$ cat config.mk
export PLATFORM = sky130hd
export DESIGN_NAME = screen_color_scheduler
export DESIGN_NICKNAME = d
export VERILOG_FILES = /design/src/rtl/screen_color_scheduler_pkg.sv /design/src/rtl/color_cmd_fifo.sv /design/src/rtl/screen_color_scheduler.sv
export SDC_FILE = /design/constraint.sdc
export NUM_CORES = 1
export LEC_CHECK = 0
export CORE_MARGIN = 4
export CORE_UTILIZATION = 40
export CTS_CLUSTER_DIAMETER = 150
export DETAILED_ROUTE_END_ITERATION = 12
export SLEW_MARGIN = 20
export SYNTH_ARGS = -nofsm -noshare
export SYNTH_HDL_FRONTEND = slang
export SYNTH_SLANG_ARGS = --single-unit
$ cat constraint.sdc
create_clock -name clk_25 -period 3.2 [get_ports clk_25]
set_clock_uncertainty 0.05 [all_clocks]
set_input_delay 0.64 -clock clk_25 [delete_from_list [all_inputs] [get_ports clk_25]]
set_output_delay 0.64 -clock clk_25 [all_outputs]
set_load 0.1 [all_outputs]
$ cat src/rtl/screen_color_scheduler_pkg.sv
// Shared types for the frame-synchronous colour scheduler and its command FIFO.
package screen_sched_pkg;

    typedef struct packed {
        logic [3:0] r;
        logic [3:0] g;
        logic [3:0] b;
    } rgb444_t;

    typedef struct packed {
        rgb444_t    color;
        logic [7:0] frames;
    } color_cmd_t;

    typedef enum logic {
        IDLE = 1'b0,
        SHOW = 1'b1
    } sched_state_t;

    // A zero frame count still shows the colour for one frame.
    function automatic logic [7:0] hold_frames(input logic [7:0] frames);
        return (frames == 8'd0) ? 8'd1 : frames;
    endfunction

endpackage

$ cat src/rtl/color_cmd_fifo.sv
// First-word-fall-through command FIFO; flush and reset both empty it.
module color_cmd_fifo
    import screen_sched_pkg::*;
#(
    parameter int DEPTH = 8
) (
    input  logic                     clk_25,
    input  logic                     reset,
    input  logic                     flush,
    input  logic                     push,
    input  logic                     pop,
    input  color_cmd_t               din,
    output color_cmd_t               dout,
    output logic                     full,
    output logic                     empty,
    output logic [$clog2(DEPTH):0]   level
);

    localparam int AW = $clog2(DEPTH);
    localparam logic [AW:0] LEVEL_ONE  = (AW + 1)'(1);
    localparam logic [AW:0] LEVEL_FULL = (AW + 1)'(DEPTH);

    color_cmd_t     mem [DEPTH];
    logic [AW-1:0]  wr_ptr;
    logic [AW-1:0]  rd_ptr;
    logic           do_push;
    logic           do_pop;

    assign full    = (level == LEVEL_FULL);
    assign empty   = (level == '0);
    assign do_push = push && !full && !flush;
    assign do_pop  = pop && !empty && !flush;
    assign dout    = mem[rd_ptr];

    always_ff @(posedge clk_25) begin
        if (do_push) begin
            mem[wr_ptr] <= din;
        end
    end

    always_ff @(posedge clk_25) begin
        if (reset || flush) begin
            wr_ptr <= '0;
            rd_ptr <= '0;
            level  <= '0;
        end else begin
            if (do_push) begin
                wr_ptr <= wr_ptr + 1'b1;
            end
            if (do_pop) begin
                rd_ptr <= rd_ptr + 1'b1;
            end
            if (do_push && !do_pop) begin
                level <= level + LEVEL_ONE;
            end else if (!do_push && do_pop) begin
                level <= level - LEVEL_ONE;
            end
        end
    end

endmodule

$ cat src/rtl/screen_color_scheduler.sv
// Applies queued RGB444 colours only on vertical-sync assertion and holds each
// for its programmed number of frames.
module screen_color_scheduler
    import screen_sched_pkg::*;
#(
    parameter int         DEPTH     = 8,
    parameter logic       VSYNC_ACT = 1'b0,
    parameter logic [3:0] DEF_RED   = 4'h0,
    parameter logic [3:0] DEF_GREEN = 4'h0,
    parameter logic [3:0] DEF_BLUE  = 4'h0
) (
    input  logic                     clk_25,
    input  logic                     reset,
    input  logic                     v_sync,
    input  logic                     cmd_valid,
    output logic                     cmd_ready,
    input  logic [3:0]               cmd_red,
    input  logic [3:0]               cmd_green,
    input  logic [3:0]               cmd_blue,
    input  logic [7:0]               cmd_frames,
    input  logic                     flush,
    output logic [3:0]               Red_level,
    output logic [3:0]               Green_level,
    output logic [3:0]               Blue_level,
    output logic                     busy,
    output logic [$clog2(DEPTH):0]   fifo_level,
    output logic [15:0]              frame_count
);

    localparam rgb444_t DEF_COLOR = '{r: DEF_RED, g: DEF_GREEN, b: DEF_BLUE};

    sched_state_t state, state_n;
    logic [7:0]   hold, hold_n;
    rgb444_t      color_q, color_n;
    color_cmd_t   din, head;
    logic         v_sync_d;
    logic         tick;
    logic         full, empty;
    logic         push, pop;

    assign tick      = (v_sync == VSYNC_ACT) && (v_sync_d != VSYNC_ACT);
    assign cmd_ready = !full && !flush && !reset;
    assign push      = cmd_valid && cmd_ready;
    assign din       = '{color: '{r: cmd_red, g: cmd_green, b: cmd_blue}, frames: cmd_frames};

    assign Red_level   = color_q.r;
    assign Green_level = color_q.g;
    assign Blue_level  = color_q.b;
    assign busy        = (state == SHOW);

    color_cmd_fifo #(.DEPTH(DEPTH)) u_fifo (
        .clk_25 (clk_25),
        .reset  (reset),
        .flush  (flush),
        .push   (push),
        .pop    (pop),
        .din    (din),
        .dout   (head),
        .full   (full),
        .empty  (empty),
        .level  (fifo_level)
    );

    // Flush wins over a tick, so no pop and no colour change can happen with it.
    always_comb begin
        state_n = state;
        hold_n  = hold;
        color_n = color_q;
        pop     = 1'b0;
        if (flush) begin
            state_n = IDLE;
            hold_n  = 8'd0;
        end else if (tick) begin
            if (state == SHOW && hold > 8'd1) begin
                hold_n = hold - 8'd1;
            end else if (!empty) begin
                pop     = 1'b1;
                color_n = head.color;
                hold_n  = hold_frames(head.frames);
                state_n = SHOW;
            end else begin
                hold_n  = 8'd0;
                state_n = IDLE;
            end
        end
    end

    always_ff @(posedge clk_25) begin
        if (reset) begin
            state       <= IDLE;
            hold        <= 8'd0;
            color_q     <= DEF_COLOR;
            v_sync_d    <= VSYNC_ACT;
            frame_count <= 16'd0;
        end else begin
            state    <= state_n;
            hold     <= hold_n;
            color_q  <= color_n;
            v_sync_d <= v_sync;
            if (tick) begin
                frame_count <= frame_count + 16'd1;
            end
        end
    end

endmodule

==> out/results.ini, run 1 <==
[worst_setup_path]
critPathCaptureType=flip-flop
slowest_delay_ns=0.50
cp_top_family=simple AND/OR/NAND/NOR gates
reg2reg_to=u_fifo.level[3]$_SDFFE_PP0P_
cp.required_ns=3.56
cp_slowest_cell=clkdlybuf4s50_1
rr_worst_depth=12
worstPathArrival_ns=3.21
worst-r2r-setup-slack_ns=0.39
cp_num_cells=13
crit_buf_inv=3
critPathKind=input port to flip-flop
start_kind=input port
reg2reg_from=hold[2]$_SDFFE_PP0P_
crit_chain=clkdlybuf4s50_1 > nand2b_1 > nor3_1 > and2_1 > inv_2 > ha_1 > inv_1 > ha_1 > a21o_1 > a21oi_1 > xnor2_1 > or3_1 > a21oi_1
cp_max_fo=4

[timing]
period_share_pct=89.10
tightest_slew_ns=0.6547
rsz0062_at_grt=no
layout_setup_ws_ns=0.3489
fmax_mhz=350.7
drv_slew=0
max-slew-margin-rel_pct=56.29
min_period_ns=2.851
finalSetupViolCount=0
fin_hold_ws_ns=0.4381
hold_viol_final=0

[final_layout]
area_growth_pct=21.01
fill_cells=1715
n_antenna_cell=0
fin_cells=877
drive_gt1_share_pct=26.69
finalNetCount=625

[synth]
avgSynthCellArea_um2=16.69
ys_seq_elements=211
synth_area_um2=8379
synthTopCellsByArea=edfxtp_1 (57%), dfxtp_1 (12%), mux4_2 (10%), mux2i_1 (2.4%), nor2_1 (2.2%)
synth.largest_area_cell=edfxtp_1
syn-instance-count=502
synth_cell_type_count=50
ys_seq_area_share_pct=69.52
ys.flop_type=edfxtp_1
synth_nets=536
ys_async_sr_fraction_pct=0
yosysMostFrequentCell=edfxtp_1
synth_warnings=0
synth_edf_count=160
synth_top_area_share_pct=57.34
synth_commonest_cells=edfxtp_1 (160), dfxtp_1 (51), nor2_1 (48)

[clock_tree]
clock_sinks=211
clk_latency_ns=0.49
post_cts_resized=0
cts_hold_buffers=0
cts_setup_buffers=0
htree_num_levels=1
cts_buffers=23
cts.path.max_buffers=3
cts_root_buf=clkbuf_16
clk_pin_slew_ns=0.06
cts_tree=yes

[global_route]
grt_pass1_vias=4848
overflow=0
antenna_found_initial=0
grt_max_degree=30
grt_usage_pct=14.66
grt_pass1_wl_mm=27.39

[floorplanning]
die_x_um=152.7
die_area_um2=23330
die_y_um=152.7
start_util_pct=41.02
coreArea_um2=20430
boundaryPins=59
core.rowCount=52

[power]
ir_worst_vdd_v=0.0003271
powerDensity_nw_per_um2=574.5
cellLeakagePower_nw=3.277

[min_path]
hp-class=flip-flop to flip-flop
hold_end=hold[7]$_SDFFE_PP0P_
min_path_cells=2
min-delay-start=hold[7]$_SDFFE_PP0P_

[placement]
place_inst=836
place_congestion=0.7599
portBuffers=58
place_ws_ns=-0.1156
place_hpwl_mm=10.52

[drt]
ant_nets=0
vias_per_cell=5.204
num_vias=4564
drc=0
totalWireLength_mm=16.84
drtIter0Drc=225
firstDrtPassIters=4
post_drt_wl_per_cell_um=19.20

[status]
status=finished clean

[flow_run]
drv_cap=0

## layout make-up
cell class                 instances  area (um^2)  area share (%)
clock buffer                      30        641.9           6.330
clock inverter                    11        132.6           1.308
inverter                           7        26.28          0.2591
multi-input combinational        261         2394           23.61
sequential                       211         5832           57.51
tap                              270        337.8           3.332
timing repair buffer              87        775.7           7.651
## placed cells by master (no fill, tap or decap), types with 11 or more instances in the layout
cell type,n
a21oi_1,15
nand2_1,13
clkdlybuf4s50_1,24
a211oi_1,12
nor2_1,42
nor3_1,13
mux2i_1,20
xnor2_1,11
dfxtp_1,46
mux4_2,39
edfxtp_1,160
buf_4,58
clkbuf_16,23
## layer usage
layer,track usage (%),wire length [um]
met5,0,0
met3,2.357,820
met2,25.18,8514
met4,3.479,223
met1,19.75,7277
## cell families after synthesis
group	Yosys count	synth area share (%)
AOI/OAI and AO/OA	55	4.181
xor gates and xnor gates	19	1.986
adders and majority gates	9	1.434
buffers and inverters	30	2.255
DFF	211	69.52
muxes	62	13.48
and+or+nand+nor	116	7.138
## where the power goes
| part | internal (mW) | switching (mW) |
|---|---|---|
| clock | 1.65 | 1.01 |
| combinational | 0.0786 | 0.122 |
| sequential | 2.96 | 0.0100 |
| total | 4.68 | 1.14 |
## worst max-delay path by stage
stage	end	start
3_3_place_gp	u_fifo.level[3]$_SDFFE_PP0P_	v_sync
4_1_cts	u_fifo.level[3]$_SDFFE_PP0P_	v_sync
3_5_place_dp	u_fifo.level[3]$_SDFFE_PP0P_	v_sync
5_1_grt	u_fifo.level[3]$_SDFFE_PP0P_	v_sync
2_1_floorplan	u_fifo.level[3]$_SDFFE_PP0P_	u_fifo.level[0]$_SDFFE_PP0P_
6_report	u_fifo.level[3]$_SDFFE_PP0P_	v_sync
## sequential cells by signal, summed over array words and instances, names as in the netlist, named ones only
| signal | cells |
|---|---|
| busy | 1 |
| u_fifo.rd_ptr | 3 |
| hold | 8 |
| frame_count | 16 |
| Green_level | 4 |
| u_fifo.wr_ptr | 3 |
| Red_level | 4 |
| Blue_level | 4 |
| u_fifo.level | 4 |
| v_sync_d | 1 |
| u_fifo.mem | 160 |
## tightest hold or removal path, cell delays in order (launching register included)
cell and delay, ns:
dfxtp_1 0.31, o21ai_1 0.07, a21oi_1 0.06
## through the flow
stage | util [%] | TNS (ns) | total power, mW | instance area [um^2]
6_report | 49.63 | 0 | 5.826 | 10140
5_1_grt | 49.63 | 0 | 6.026 | 10140
4_1_cts | 49.63 | 0 | 5.900 | 10140
3_5_place_dp | 45.84 | -0.1156 | 3.228 | 9365
3_3_place_gp | 45.84 | -0.08097 | 3.220 | 9365
2_1_floorplan | - | 0 | 3.136 | 8398
(Power assumes the default switching activity.)
==> inputs of run 2 (changes only) <==
--- a/config.mk
+++ b/config.mk
@@ -8,7 +8,9 @@
 export CORE_MARGIN = 4
 export CORE_UTILIZATION = 40
 export CTS_CLUSTER_DIAMETER = 150
+export CTS_CLUSTER_SIZE = 14
 export DETAILED_ROUTE_END_ITERATION = 12
+export HOLD_SLACK_MARGIN = 0.15
 export SLEW_MARGIN = 20
 export SYNTH_ARGS = -nofsm -noshare
 export SYNTH_HDL_FRONTEND = slang
==> run 2 against run 1 <==
Effect of this change: clock power is 23% lower; hold slack better by 0.00060 ns; wire length is 0.90% lower; combinational power hardly changed; fmax is 0.52% higher; final cell count is 1.0% lower; sequential power hardly changed; design area is 2.3% lower; largest power group unchanged; sequential share of layout area is 1.4 points higher; critical endpoint unchanged; clock-buffer cell count stayed put; die area stayed put; worst setup slack better by 0.015 ns; highest routed layer unchanged.
==> out/results.ini, run 2 (same netlist as run 1, synthesis figures left out) <==
[timing]
fin_hold_ws_ns=0.4387
period_share_pct=88.64
max-slew-margin-rel_pct=57.48
layout_setup_ws_ns=0.3635
rsz0062_at_grt=no
min_period_ns=2.836
finalSetupViolCount=0
tightest_slew_ns=0.6370
fmax_mhz=352.6
drv_slew=0
hold_viol_final=0

[worst_setup_path]
cp_slowest_cell=clkdlybuf4s50_1
cp_top_family=simple AND/OR/NAND/NOR gates
worstPathArrival_ns=3.20
cp_max_fo=4
crit_start=v_sync
crit_buf_inv=3
rr_worst_depth=12
crit_chain=clkdlybuf4s50_1 > nand2b_1 > nor3_1 > and2_1 > inv_2 > ha_1 > inv_1 > ha_1 > a21o_1 > a21oi_1 > xnor2_1 > or3_1 > a21oi_1
cp.required_ns=3.56
reg2reg_from=hold[2]$_SDFFE_PP0P_
start_kind=input port
cp_num_cells=13
slowest_delay_ns=0.49
critPathCaptureType=flip-flop
critPathKind=input port to flip-flop

[drt]
drtIter0Drc=230
top_layer_used=met4
post_drt_wl_per_cell_um=19.22
dr_wl_met2_mm=8.416
totalWireLength_mm=16.69
wl_met3_um=528
vias_per_cell=5.267
num_vias=4572
firstDrtPassIters=4
ant_nets=0
wl_met1_mm=7.344
drc=0

[clock_tree]
clk_pin_slew_ns=0.07
clk_latency_ns=0.49
cts_tree=yes
post_cts_resized=0
cts.path.max_buffers=3
cts_buffers=19
clock_sinks=211
cts_hold_buffers=0
cts_setup_buffers=0
htree_num_levels=1
cts_root_buf=clkbuf_16

[placement]
place_hpwl_mm=10.52
portBuffers=58
dpl-instance-area_um2=9365
place_inst=836
place_congestion=0.7599
place_ws_ns=-0.1156

[min_path]
hp-class=flip-flop to flip-flop
min-delay-start=hold[7]$_SDFFE_PP0P_
min_path_cells=2

[floorplanning]
coreArea_um2=20430
die_area_um2=23330
boundaryPins=59
die_y_um=152.7
die_x_um=152.7
core.rowCount=52
start_util_pct=41.02

[final_layout]
area_growth_pct=18.23
final_common_cell=edfxtp_1
most-common-layout-cells=edfxtp_1 (160), buf_4 (58), dfxtp_1 (46)
drive_gt1_share_pct=24.58
fin_cells=868
finalNetCount=621
n_antenna_cell=0
largest_register=u_fifo.mem
largest_registers=u_fifo.mem (160), frame_count (16), hold (8)
design_area_um2=9907
largest_reg_flops=160
fill_cells=1759

[global_route]
overflow=0
grt_pass1_vias=4824
grt_pass1_wl_mm=27.19
grt_max_degree=30
grt_usage_pct=14.63
antenna_found_initial=0

[flow_run]
drv_cap=0

[status]
status=finished clean

[power]
cellLeakagePower_nw=3.158
powerDensity_nw_per_um2=527.7
ir_worst_vdd_v=0.0003281

run 2: per-layer routing:
layer | vias up | global-route usage [%]
met1 | 2358 | 19.74
met2 | 74 | 24.81
li1 | 2114 | -
met3 | 26 | 2.329
met4 | 0 | 4.073
met5 | - | 0
run 2: where the power goes:
part / switching, mW / internal (mW)
sequential: 0.00993 / 2.95
clock: 0.945 / 1.12
combinational: 0.122 / 0.0786
run 2: worst min-delay path: stages, from the launching register on:
cell and delay, ns:
dfxtp_1 0.31, o21ai_1 0.07, a21oi_1 0.06
run 2: final cells by class:
type                            count  area [um^2]  area share [%]
Inverter                            7        26.28          0.2652
Sequential cell                   211         5832           58.87
Tap cell                          270        337.8           3.410
Clock inverter                      2        25.02          0.2526
Clock buffer                       30        516.7           5.216
Multi-Input combinational cell    261         2394           24.16
Timing Repair Buffer               87        775.7           7.830
run 2: final timing paths:
| kind | to | slack, ns |
|---|---|---|
| max | u_fifo.level[3]$_SDFFE_PP0P_ | 0.36 |
| min | hold[7]$_SDFFE_PP0P_ | 0.44 |
| max reg2reg | u_fifo.level[3]$_SDFFE_PP0P_ | 0.39 |
| min reg2reg | hold[7]$_SDFFE_PP0P_ | 0.44 |
run 2: per-stage QoR:
step                      TNS [ns]  util [%]  total power [mW]
final                            0     48.49             5.228
after global routing             0     48.49             5.425
after CTS                        0     48.49             5.302
after detailed placement   -0.1156     45.84             3.228
after global placement    -0.08097     45.84             3.220
after floorplan                  0         -             3.136
